**src/rtl/user_lock_arbiter.sv**
```systemverilog
// Exclusive-lock arbiter for an 8-bit register shared by four user IDs.
// Round-robin lock grant, owner-only writes, explicit/forced/timeout release.
module user_lock_arbiter #(
  parameter logic [3:0]  ALLOW_MASK = 4'b1111,
  parameter logic [1:0]  PRIV_ID    = 2'h2,
  parameter int unsigned HOLD_MAX   = 64,
  parameter logic [7:0]  RST_VAL    = 8'h00
) (
  input  logic        clk,
  input  logic        rst_n,
  input  logic [3:0]  lock_req_i,
  input  logic [3:0]  lock_rel_i,
  input  logic [3:0]  wr_en_i,
  input  logic [31:0] wdata_i,
  input  logic        force_rel_i,
  input  logic [1:0]  force_usr_id_i,
  output logic [3:0]  lock_gnt_o,
  output logic [1:0]  owner_id_o,
  output logic        locked_o,
  output logic [7:0]  data_out_o,
  output logic        viol_o,
  output logic [1:0]  viol_id_o,
  output logic        timeout_o
);

  localparam int unsigned N_ID   = 4;
  localparam int unsigned ID_W   = 2;
  localparam int unsigned DATA_W = 8;
  localparam int unsigned CNT_W  = (HOLD_MAX > 0) ? $clog2(HOLD_MAX + 1) : 1;
  localparam logic [CNT_W-1:0] CNT_LAST = (HOLD_MAX > 0) ? CNT_W'(HOLD_MAX - 1) : '0;

  typedef enum logic {S_IDLE, S_OWNED} state_e;

  state_e              state_q, state_d;
  logic [N_ID-1:0]     gnt_q, gnt_d;
  logic [ID_W-1:0]     owner_q, owner_d;
  logic                locked_q, locked_d;
  logic [DATA_W-1:0]   data_q, data_d;
  logic                viol_q, viol_d;
  logic [ID_W-1:0]     viol_id_q, viol_id_d;
  logic                timeout_q, timeout_d;
  logic [CNT_W-1:0]    cnt_q, cnt_d;
  logic [ID_W-1:0]     rr_q, rr_d;

  logic [N_ID-1:0]     eligible;
  logic [N_ID-1:0]     blocked;
  logic                found;
  logic [ID_W-1:0]     pick;
  logic [ID_W-1:0]     idx;
  logic                frc_rel;
  logic                own_rel;
  logic                tmo_rel;
  logic                viol_found;

  // State and output registers
  always_ff @(posedge clk or negedge rst_n) begin
    if (!rst_n) begin
      state_q   <= S_IDLE;
      gnt_q     <= '0;
      owner_q   <= '0;
      locked_q  <= 1'b0;
      data_q    <= RST_VAL;
      viol_q    <= 1'b0;
      viol_id_q <= '0;
      timeout_q <= 1'b0;
      cnt_q     <= '0;
      rr_q      <= '0;
    end else begin
      state_q   <= state_d;
      gnt_q     <= gnt_d;
      owner_q   <= owner_d;
      locked_q  <= locked_d;
      data_q    <= data_d;
      viol_q    <= viol_d;
      viol_id_q <= viol_id_d;
      timeout_q <= timeout_d;
      cnt_q     <= cnt_d;
      rr_q      <= rr_d;
    end
  end

  // Next-state: arbitration, write gating, release and violation detection
  always_comb begin
    state_d    = state_q;
    gnt_d      = gnt_q;
    owner_d    = owner_q;
    locked_d   = locked_q;
    data_d     = data_q;
    viol_d     = 1'b0;
    viol_id_d  = viol_id_q;
    timeout_d  = 1'b0;
    cnt_d      = cnt_q;
    rr_d       = rr_q;
    eligible   = lock_req_i & ALLOW_MASK;
    blocked    = wr_en_i;
    found      = 1'b0;
    pick       = '0;
    idx        = '0;
    frc_rel    = force_rel_i && (force_usr_id_i == PRIV_ID);
    own_rel    = lock_rel_i[owner_q];
    tmo_rel    = (HOLD_MAX != 0) && (cnt_q == CNT_LAST);
    viol_found = 1'b0;

    // Round-robin search starting just after the last owner
    for (int k = 0; k < N_ID; k++) begin
      idx = rr_q + ID_W'(k);
      if (!found && eligible[idx]) begin
        found = 1'b1;
        pick  = idx;
      end
    end

    case (state_q)
      S_IDLE: begin
        if (found) begin
          state_d  = S_OWNED;
          gnt_d    = N_ID'(1) << pick;
          owner_d  = pick;
          locked_d = 1'b1;
          cnt_d    = '0;
          rr_d     = pick + ID_W'(1);
        end
      end
      S_OWNED: begin
        blocked = wr_en_i & ~gnt_q;
        if (wr_en_i[owner_q]) begin
          data_d = wdata_i[{owner_q, 3'b000} +: DATA_W];
        end
        if (frc_rel || own_rel || tmo_rel) begin
          state_d   = S_IDLE;
          gnt_d     = '0;
          locked_d  = 1'b0;
          timeout_d = tmo_rel && !frc_rel && !own_rel;
        end else begin
          cnt_d = cnt_q + CNT_W'(1);
        end
      end
      default: state_d = S_IDLE;
    endcase

    for (int i = 0; i < N_ID; i++) begin
      if (!viol_found && blocked[i]) begin
        viol_found = 1'b1;
        viol_id_d  = ID_W'(i);
      end
    end
    viol_d = viol_found;
  end

  assign lock_gnt_o = gnt_q;
  assign owner_id_o = owner_q;
  assign locked_o   = locked_q;
  assign data_out_o = data_q;
  assign viol_o     = viol_q;
  assign viol_id_o  = viol_id_q;
  assign timeout_o  = timeout_q;

endmodule

```
**config.mk**
```make
export PLATFORM = sky130hd
export DESIGN_NAME = user_lock_arbiter
export DESIGN_NICKNAME = d
export VERILOG_FILES = /design/src/rtl/user_lock_arbiter.sv
export SDC_FILE = /design/constraint.sdc
export NUM_CORES = 1
export LEC_CHECK = 0
export CORE_MARGIN = 2
export CORE_UTILIZATION = 39
export CTS_BUF_LIST = sky130_fd_sc_hd__clkbuf_16
export CTS_CLUSTER_SIZE = 20
export DETAILED_ROUTE_END_ITERATION = 8
export MAX_ROUTING_LAYER = met4
export PLACE_DENSITY = 0.78
export RECOVER_POWER = 100
export SETUP_SLACK_MARGIN = 0.3
export SLEW_MARGIN = 20
export SYNTH_ARGS = -nofsm -noshare
export SYNTH_HDL_FRONTEND = slang
export SYNTH_SLANG_ARGS = --single-unit
```
**constraint.sdc**
```tcl
create_clock -name clk -period 1.6 [get_ports clk]
set_input_delay 0.48 -clock clk [delete_from_list [all_inputs] [get_ports clk]]
set_output_delay 0.48 -clock clk [all_outputs]
set_load 0.05 [all_outputs]
```
==> metrics.txt <==
total routing resource utilization after global routing 28.7%; Remaining Overflow, GRT 0; clock period minus final worst setup slack 1.80 ns; Die Span X 70.1 um; WHS 0.508 ns; kind of cell with the highest combined delay on the critical path multiplexers; leakage 1.47 nW; largest net degree at the start of global routing 30; #FFs+latches synth 29; Final Non-Filler Cells 312; PD cells 2050 mW/mm2; fraction of layout cells with a size suffix above 1 55.0%; Diodes inserted 0; multi-input gate area in the final layout 0.00111 mm2; total CTS buffers 5; logic depth of the worst register-to-register path 4; Detail Placement HPWL 3.63 mm; Reg2Reg Launch Point owner_id_o[0]; critical-path cell list mux4_2, nand3b_4, buf_6, o311a_1; Peak VDD IR 1.17 mV; Bufs on Longest Clock Path 2; Port Buf Inserts 67; signed area change from the synthesized netlist to the final layout 98.5%; max-cap violations 0; DR DRC count 0; Net Count, Synth 192; Top FF cell, synth sky130_fd_sc_hd__dfrtp_1; Die Ht 70.1 um; gate count of the mapped netlist 138; hold buffer count at CTS 0; worst skew pair latency 0.28 ns; average wire per standard cell 24.7 um; Post-Place Cell Area 0.00283 mm2; proportion of synthesized chip area in sequential cells 42.6%; share of the synthesized area in the top cell type 42.6%; number of iterations in the first detailed-routing pass 4; Finish-stage setup viols 23; Max Fanout on Critical Path 6; number of global-route vias before repair 1811; final-report max-slew violation count 0; post-DR vias/cell 5.84; register area 736 um2; core area 0.00429 mm2; highest achievable clock rate 557 MHz; most common cell after layout, fill and taps aside sky130_fd_sc_hd__clkdlybuf4s50_1; worst-case setup slack after placement -0.613 ns; synthesized area 0.00170 mm2; final setup slack of the worst path -0.196 ns; Routed Wire Length 7.72 mm; unrepaired setup endpoints after global routing true; element type at the critical path start flip-flop; arrival time of the worst setup path 1.95 ns; required time at the endpoint of the critical path 1.76 ns; Die ar. 0.00491 mm2; Worst Clk Skew 0.00982 ns; TritonCTS clock tree yes; proportion of synthesized flip-flops having asynchronous set or reset 100%; Post-Place Cells 274; transition time of the tightest slew-check pin 0.777 ns; Worst Path Class, Setup reg -> reg; layout filler cell count 215; antenna-violating nets left 0; antenna violations before repair 0; last element of the critical path cnt_q[6]; number of vias after detailed routing 1822; number of warning messages in the yosys log 0; Reg-to-Reg End cnt_q[6]; number of I/O pins 68; ratio of final minimum period to clock period 112%; Synth area leaders sky130_fd_sc_hd__dfrtp_1 (43%), sky130_fd_sc_hd__mux4_2 (13%), sky130_fd_sc_hd__mux2_2 (6.0%); clk slew on worst S/H paths 0.05 ns; Detailed Route Iter0 Violations 136; starting density of the core 39.7%; status complete, but fails checks; worst max-slew margin expressed relative to the limit 48.2%; CTS HTree Levels 2; Final Hold Vio Count 0; highest-count cells in the layout ignoring fill and taps sky130_fd_sc_hd__clkdlybuf4s50_1 (35), sky130_fd_sc_hd__buf_4 (32), sky130_fd_sc_hd__dfrtp_1 (21), sky130_fd_sc_hd__buf_12 (20), sky130_fd_sc_hd__buf_6 (17); Power Total 6.94 mW; largest incremental delay on the critical path 0.56 ns; global placer's final weighted congestion 0.851; final core utilization 78.7%; count of flip-flops with a built-in enable after synthesis 0; number of logic stages on the critical path including buffering 4; final net count 313; CP bufs+invs 1; Sink Count 29; Clock Root Buffer sky130_fd_sc_hd__clkbuf_16; capturing element type of the critical path flip-flop; dominant cell type by area after synthesis sky130_fd_sc_hd__dfrtp_1; count of distinct cell types in the synthesized netlist 40; kind of path behind the tightest hold check reg -> reg; Non-Filler Cell Area, Final 0.00338 mm2; Worst setup startpoint owner_id_o[0]; first-pass GRT wire length 10.0 mm; violated checks negative setup slack; r2r setup slk -0.20 ns; final total negative setup slack -3.30 ns; standard cell with the maximum stage delay on the critical path sky130_fd_sc_hd__mux4_2; Std-Cell Rows 24; average instance area after synthesis 12.3 um2
## synth_stat cells, types with 3 or more instances
master,instances
sky130_fd_sc_hd__dfrtp_1,29
sky130_fd_sc_hd__buf_2,3
sky130_fd_sc_hd__ha_1,5
sky130_fd_sc_hd__a21oi_1,3
sky130_fd_sc_hd__nor2_1,4
sky130_fd_sc_hd__o2bb2ai_1,4
sky130_fd_sc_hd__nand2_1,14
sky130_fd_sc_hd__inv_1,10
sky130_fd_sc_hd__mux2i_1,8
sky130_fd_sc_hd__mux2_2,9
sky130_fd_sc_hd__mux4_2,10
## worst min path at each step
stage / end / depth (start not counted) / slack, ns / startpoint
global placement: cnt_q[5] / 1 / 0.47 / cnt_q[5]
finish: cnt_q[5] / 1 / 0.51 / cnt_q[5]
detailed placement: cnt_q[5] / 1 / 0.48 / cnt_q[5]
global route: cnt_q[5] / 1 / 0.54 / cnt_q[5]
CTS: cnt_q[5] / 1 / 0.49 / cnt_q[5]
floorplan: cnt_q[0] / 0 / 0.18 / rst_n
## repair_timing
action | in CTS | in global routing
resized for setup | 52 | 34
setup endpoints to repair | 47 | 47
pin swaps | 7 | 12
buffers inserted | 19 | 11
## state kept, by name, summed over array words and instances, names as in the netlist
signal,cells
rr_q,2
lock_gnt_o,4
locked_o,1
timeout_o,1
viol_o,1
data_out_o,8
state_q,1
cnt_q,7
viol_id_o,2
owner_id_o,2
## power by group
| group | switching, mW | internal (mW) | leakage [nW] |
|---|---|---|---|
| logic | 2.14 | 2.48 | 1.05 |
| registers | 0.374 | 1.03 | 0.352 |
| clock network | 0.348 | 0.569 | 0.0696 |
| total | 2.86 | 4.08 | 1.47 |
## layer usage
metal	vias to the layer above	GRT usage [%]	share of wire [%]
li1	763	-	-
met1	922	34.2	39
met2	116	46.1	50
met3	21	7.07	8.2
met4	0	13.2	3.2
met5	-	-	0
## cells by family after synthesis
| kind of cell | after synthesis | synth area share, % |
|---|---|---|
| mux | 28 | 24.5 |
| fa+ha+maj | 5 | 3.67 |
| simple gates | 36 | 14.0 |
| flops | 29 | 42.6 |
| compound gates | 25 | 11.5 |
| buf+inv | 15 | 3.75 |
## cell type report
| class | instances | area share, % |
|---|---|---|
| timing repair buffer | 119 | 38.2 |
| multi-input combinational | 94 | 32.8 |
| sequential | 29 | 21.8 |
| clock buffer | 5 | 3.70 |
| tap | 52 | 1.92 |
| inverter | 10 | 1.11 |
| clock inverter | 3 | 0.518 |
Note: power is estimated with default switching activity, not from simulation.
